==> config.mk <==
export PLATFORM = sky130hd
export DESIGN_NAME = dac_sample_feeder
export DESIGN_NICKNAME = d
export VERILOG_FILES = /design/src/rtl/dac_sample_feeder.sv
export SDC_FILE = /design/constraint.sdc
export NUM_CORES = 1
export LEC_CHECK = 0
export ABC_AREA = 1
export CAP_MARGIN = 40
export CORE_MARGIN = 10
export CORE_UTILIZATION = 47
export CTS_CLUSTER_SIZE = 14
export DETAILED_ROUTE_END_ITERATION = 10
export PLACE_DENSITY = 0.69
export SYNTH_ARGS = -nofsm -noshare
export SYNTH_HDL_FRONTEND = slang
export SYNTH_SLANG_ARGS = --single-unit
==> constraint.sdc <==
create_clock -name clk -period 7.1 [get_ports clk]
set_clock_uncertainty 0.2 [all_clocks]
set_input_delay 1.775 -clock clk [delete_from_list [all_inputs] [get_ports clk]]
set_output_delay 1.775 -clock clk [all_outputs]
set_load 0.005 [all_outputs]
==> src/rtl/dac_sample_feeder.sv <==
// Sample FIFO plus rate pacer feeding an MCP4725 DAC interface.
// A sample stays outstanding until the DAC echo registers report it back.
module dac_sample_feeder #(
  parameter  int DEPTH = 8,
  parameter  int DIV_W = 16,
  localparam int AW    = $clog2(DEPTH)
) (
  input  logic             clk,
  input  logic             rst_n,
  input  logic [11:0]      s_data,
  input  logic             s_valid,
  output logic             s_ready,
  input  logic [1:0]       mode_cfg,
  input  logic [DIV_W-1:0] rate_div,
  input  logic             run,
  input  logic             flush,
  output logic [11:0]      dac_data,
  output logic [1:0]       dac_mode,
  output logic             dac_enable,
  input  logic [11:0]      dac_data_reg,
  input  logic [1:0]       dac_mode_reg,
  output logic [AW:0]      fifo_count,
  output logic             busy,
  output logic             underrun,
  output logic             late,
  input  logic             clear_flags
);

  typedef enum logic {IDLE, COMMIT} state_e;

  state_e           state_q, state_d;
  logic [11:0]      mem_q [DEPTH];
  logic [AW-1:0]    wr_q, rd_q;
  logic [AW:0]      cnt_q, cnt_d;
  logic [DIV_W-1:0] pace_q, pace_d;
  logic [11:0]      data_q, data_d;
  logic [1:0]       mode_q, mode_d;
  logic             und_q, und_d;
  logic             late_q, late_d;
  logic             tick, push, pop, match;
  logic             und_set, late_set;

  assign s_ready    = (cnt_q != DEPTH[AW:0]);
  assign push       = s_valid && s_ready && !flush;
  assign fifo_count = cnt_q;
  assign dac_data   = data_q;
  assign dac_mode   = mode_q;
  assign dac_enable = (state_q == COMMIT);
  assign busy       = (state_q == COMMIT);
  assign underrun   = und_q;
  assign late       = late_q;
  assign match      = (dac_data_reg == data_q) && (dac_mode_reg == mode_q);

  // A rate_div lowered below the count wraps the pacer through 2^DIV_W.
  always_comb begin
    tick   = run && (pace_q == rate_div);
    pace_d = pace_q + DIV_W'(1);
    if (!run || tick) pace_d = '0;
  end

  always_comb begin
    state_d  = state_q;
    data_d   = data_q;
    mode_d   = mode_q;
    pop      = 1'b0;
    und_set  = 1'b0;
    late_set = 1'b0;
    unique case (state_q)
      IDLE: begin
        if (tick) begin
          if (cnt_q == '0 || flush) begin
            und_set = 1'b1;
          end else begin
            pop     = 1'b1;
            data_d  = mem_q[rd_q];
            mode_d  = mode_cfg;
            state_d = COMMIT;
          end
        end
      end
      COMMIT: begin
        late_set = tick;
        if (match) state_d = IDLE;
      end
      default: state_d = IDLE;
    endcase
  end

  always_comb begin
    cnt_d = cnt_q;
    if (flush)             cnt_d = '0;
    else if (push && !pop) cnt_d = cnt_q + (AW+1)'(1);
    else if (pop && !push) cnt_d = cnt_q - (AW+1)'(1);
    und_d  = und_set  || (und_q  && !clear_flags);
    late_d = late_set || (late_q && !clear_flags);
  end

  always_ff @(posedge clk) begin
    if (push) mem_q[wr_q] <= s_data;
  end

  always_ff @(posedge clk or negedge rst_n) begin
    if (!rst_n) begin
      state_q <= IDLE;
      wr_q    <= '0;
      rd_q    <= '0;
      cnt_q   <= '0;
      pace_q  <= '0;
      data_q  <= '0;
      mode_q  <= '0;
      und_q   <= 1'b0;
      late_q  <= 1'b0;
    end else begin
      state_q <= state_d;
      cnt_q   <= cnt_d;
      pace_q  <= pace_d;
      data_q  <= data_d;
      mode_q  <= mode_d;
      und_q   <= und_d;
      late_q  <= late_d;
      if (flush) begin
        wr_q <= '0;
        rd_q <= '0;
      end else begin
        if (push) wr_q <= wr_q + AW'(1);
        if (pop)  rd_q <= rd_q + AW'(1);
      end
    end
  end

endmodule

==> impl_metrics.toml <==
[status]
status = "complete, no violations"

[sta]
timing.final.crit_share_pct = 62.80
timing.fmax_mhz = 224.3
max_slew.worst_pin.slew_ps = 905.1
setup_total_negative_slack_ps = 0
rsz0062_at_grt = "false"
timing.final.crit_period_ps = 4459
timing.slew.headroom_pct = 39.66
final-setup-viol-count = 0
final-max-slew-violation-count = 0
hold_violations = 0

[floorplan]
initial_utilization_pct = 47.74
die_wd_um = 135.5
ios = 73
std_cell_rows = 42
core_region_area_um2 = 13140
floorplan.die_area_um2 = 18370
die_height_um = 135.5

[grt]
pin_count_of_the_biggest_net_entering_global_routing = 52
via_count_of_the_first_global_routing_pass = 4406
grt_remaining_overflow = 0
grt_antenna_before_repair = 0
grt_pass1_wl_mm = 22.48
grt_util_all_layers_pct = 15.65

[pwr]
power.share.clock_pct = 43.0
netSwitchingPower_mw = 0.4404
switching_power_share_of_the_total_pct = 22.73
share_seq_of_total_power_pct = 47.3
power_density_over_cell_area_nw_per_um2 = 249.5
power_report.internal_total_mw = 1.497
max-vdd-ir-drop_mv = 0.1792
leakagePower_nw = 3.019
comb_power_share_pct = 9.6

[setup_path]
critical_path_class = "input port to flop"
reg2regPathDepth = 17
cp_max_fo = 35
reg2reg_from = "pace_q[10]"
timing.critical_path.from_type = "input port"
path_cells = "clkdlybuf4s50_1, inv_1, nand2_1, nor2_1, nand4_4, nand2_4, ha_1, a21oi_1, nand2_1, xor2_1, inv_1, nand2_1, nand2_1, nand2_1, nand2_1"
timing.critical_path.mode_cell = "sky130_fd_sc_hd__nand2_1"
worst_r2r_endpoint = "fifo_count[3]"
critical-path-slowest-cell = "sky130_fd_sc_hd__nand4_4"
critical_path.max_stage_delay_ps = 480
r2r_setup_slack_ps = 4050
critPathRequiredTime_ps = 7210
critPathArrivalTime_ps = 4570
worstSetupEndpointType = "flop"

[worst_hold_path]
min-delay-start = "pace_q[0]"
min_delay_worst_endpoint = "pace_q[0]"
min_delay_path_depth = 1
min_path_type = "flop to flop"

[flow_run]
maxCapViolations = 0

[routing]
drt_iter0_drc = 246
met2_wirelength_mm = 6.592
dr.max_layer_used = "met4"
dr.pass1.iters = 5
vias = 4408
antenna_violating_nets_post_route = 0
drt-met1-wl_mm = 6.432
post_drt_wl_per_cell_um = 16.23
met3RoutedLength_um = 704
vias_per_cell = 5.150
drc = 0
totalWireLength_mm = 13.89

[logic_synthesis]
synth-edff-count = 96
asyncSetResetFlopFracSynth_pct = 30.94
netlist_top_cells_area = "sky130_fd_sc_hd__edfxtp_1, sky130_fd_sc_hd__dfrtp_1, sky130_fd_sc_hd__nand2_1, sky130_fd_sc_hd__nor2_1, sky130_fd_sc_hd__inv_1"
syn_avg_cell_area_um2 = 10.67
synth_common_cells = "sky130_fd_sc_hd__nand2_1, sky130_fd_sc_hd__edfxtp_1, sky130_fd_sc_hd__nor2_1, sky130_fd_sc_hd__inv_1, sky130_fd_sc_hd__dfrtp_1"
yosys_warnings = 0
synth_area_um2 = 6272
yosys.area.top_type = "sky130_fd_sc_hd__edfxtp_1"
yosysSeqAreaShare_pct = 63.12
postSynthCellCount = 588
yosys.cell_count.top_type = "sky130_fd_sc_hd__nand2_1"
net_count_after_synthesis = 644
synth_unique_cells = 37
synth_top_flop_cell = "sky130_fd_sc_hd__edfxtp_1"
postSynthRegisterBits = 139
post-synth-top-area-fraction_pct = 45.96

[layout]
finalCoreUtilization_pct = 59.10
largest_register_ffs = 96
flow.area_growth_from_synthesis_pct = 23.80
total_number_of_nets_in_the_final_design = 724
number_of_antenna_diodes = 0
drive_gt1_share_pct = 9.412

[clock_tree]
number_of_gates_resized_after_cts = 0
cts-root-buf = "sky130_fd_sc_hd__clkbuf_16"
clockBufferDepth = 2
clk_latency_ps = 420
hold_buffers = 0
cts_setup_buffers = 0
cts_tree = "yes"
numClockSinks = 139
cts_made_buffers = 17
h-tree-depth = 4
clk_pin_slew_ps = 60

[placed_design]
port_buffers = 72
globalplace.congestion = 0.8577
dp_hpwl_mm = 9.275
stage by stage:
| step | hold WS [ps] | power [mW] | worst slack, ps | cells | instance area, um^2 |
|---|---|---|---|---|---|
| final | 336.4 | 1.938 | 2641 | 856 | 7765 |
| after global routing | 371.2 | 2.016 | 2422 | 856 | 7765 |
| after CTS | 339.0 | 1.956 | 2659 | 856 | 7765 |
| after detailed placement | 330.8 | 1.122 | 2214 | 825 | 7208 |
| after global placement | 306.8 | 1.114 | 2347 | 823 | 7161 |
| after floorplan | 284.8 | 1.028 | 3364 | 588 | 6272 |
routing by layer:
metal / track usage (%) / vias to the layer above
met4: 5.084 / 0
li1: - / 2185
met5: 0 / -
met1: 20.29 / 2088
met3: 4.266 / 14
met2: 24.91 / 121
logic make-up (layout without fill, tap and decap cells):
group                      after synthesis  after routing  share of synthesized area [%]
and+or+nand+nor                        245            245                          16.96
DFF                                    139            139                          63.12
AOI/OAI and AO/OA                       89             89                          8.837
buffers and inverters                   78            170                          5.206
xor gates and xnor gates                19             19                          2.653
muxes                                   12             12                          1.915
adders and majority gates                6              6                          1.317
critical path: cells and delay by family:
family	cells	cell delay, ps
compound gates	1	150
xor+xnor	1	170
fa+ha+maj	1	290
buf+inv	3	730
simple gates	9	1440
power by group through the flow:
| stage | Combinational, mW | Sequential (mW) | Clock [mW] |
|---|---|---|---|
| 3_5_place_dp | 0.190 | 0.932 | 0 |
| 6_report | 0.186 | 0.917 | 0.834 |
| 3_3_place_gp | 0.183 | 0.931 | 0 |
| 5_1_grt | 0.208 | 0.920 | 0.888 |
| 4_1_cts | 0.190 | 0.917 | 0.849 |
| 2_1_floorplan | 0.0980 | 0.930 | 0 |
layout by cell type (no fill, tap or decap), drive strengths merged, types with 2 or more instances in the layout:
cell type | netlist | final
a21oi | 18 | 18
a32oi | 12 | 12
buf | 9 | 12
bufinv | 0 | 2
clkbuf | 13 | 19
clkdlybuf4s50 | 0 | 71
clkinv | 3 | 9
clkinvlp | 0 | 2
dfrtp | 43 | 43
edfxtp | 96 | 96
ha | 5 | 5
inv | 53 | 55
mux2i | 12 | 12
nand2 | 146 | 146
nand3 | 10 | 10
nand4 | 13 | 13
nor2 | 62 | 62
nor3 | 7 | 7
nor3b | 5 | 5
nor4 | 2 | 2
o21ai | 44 | 44
o221ai | 12 | 12
xnor2 | 9 | 9
xor2 | 10 | 10
layout make-up:
cell class                 instances  area [um^2]
fill                            1084         5373
sequential                       139         3960
multi-input combinational        371         1987
timing repair buffer              83        830.8
clock buffer                      19        432.9
tap                              176        220.2
inverter                          56        210.2
clock inverter                    12        123.9
worst max path at each step:
stage               endpoint  slack [ps]   from  cells after the start
2_1_floorplan  fifo_count[3]        3360  flush                     14
3_3_place_gp   fifo_count[3]        2350  flush                     15
3_5_place_dp   fifo_count[3]        2210  flush                     15
4_1_cts        fifo_count[3]        2660  flush                     15
5_1_grt        fifo_count[3]        2420  flush                     15
6_report       fifo_count[3]        2640  flush                     15
Power figures use the tool's default switching activity.
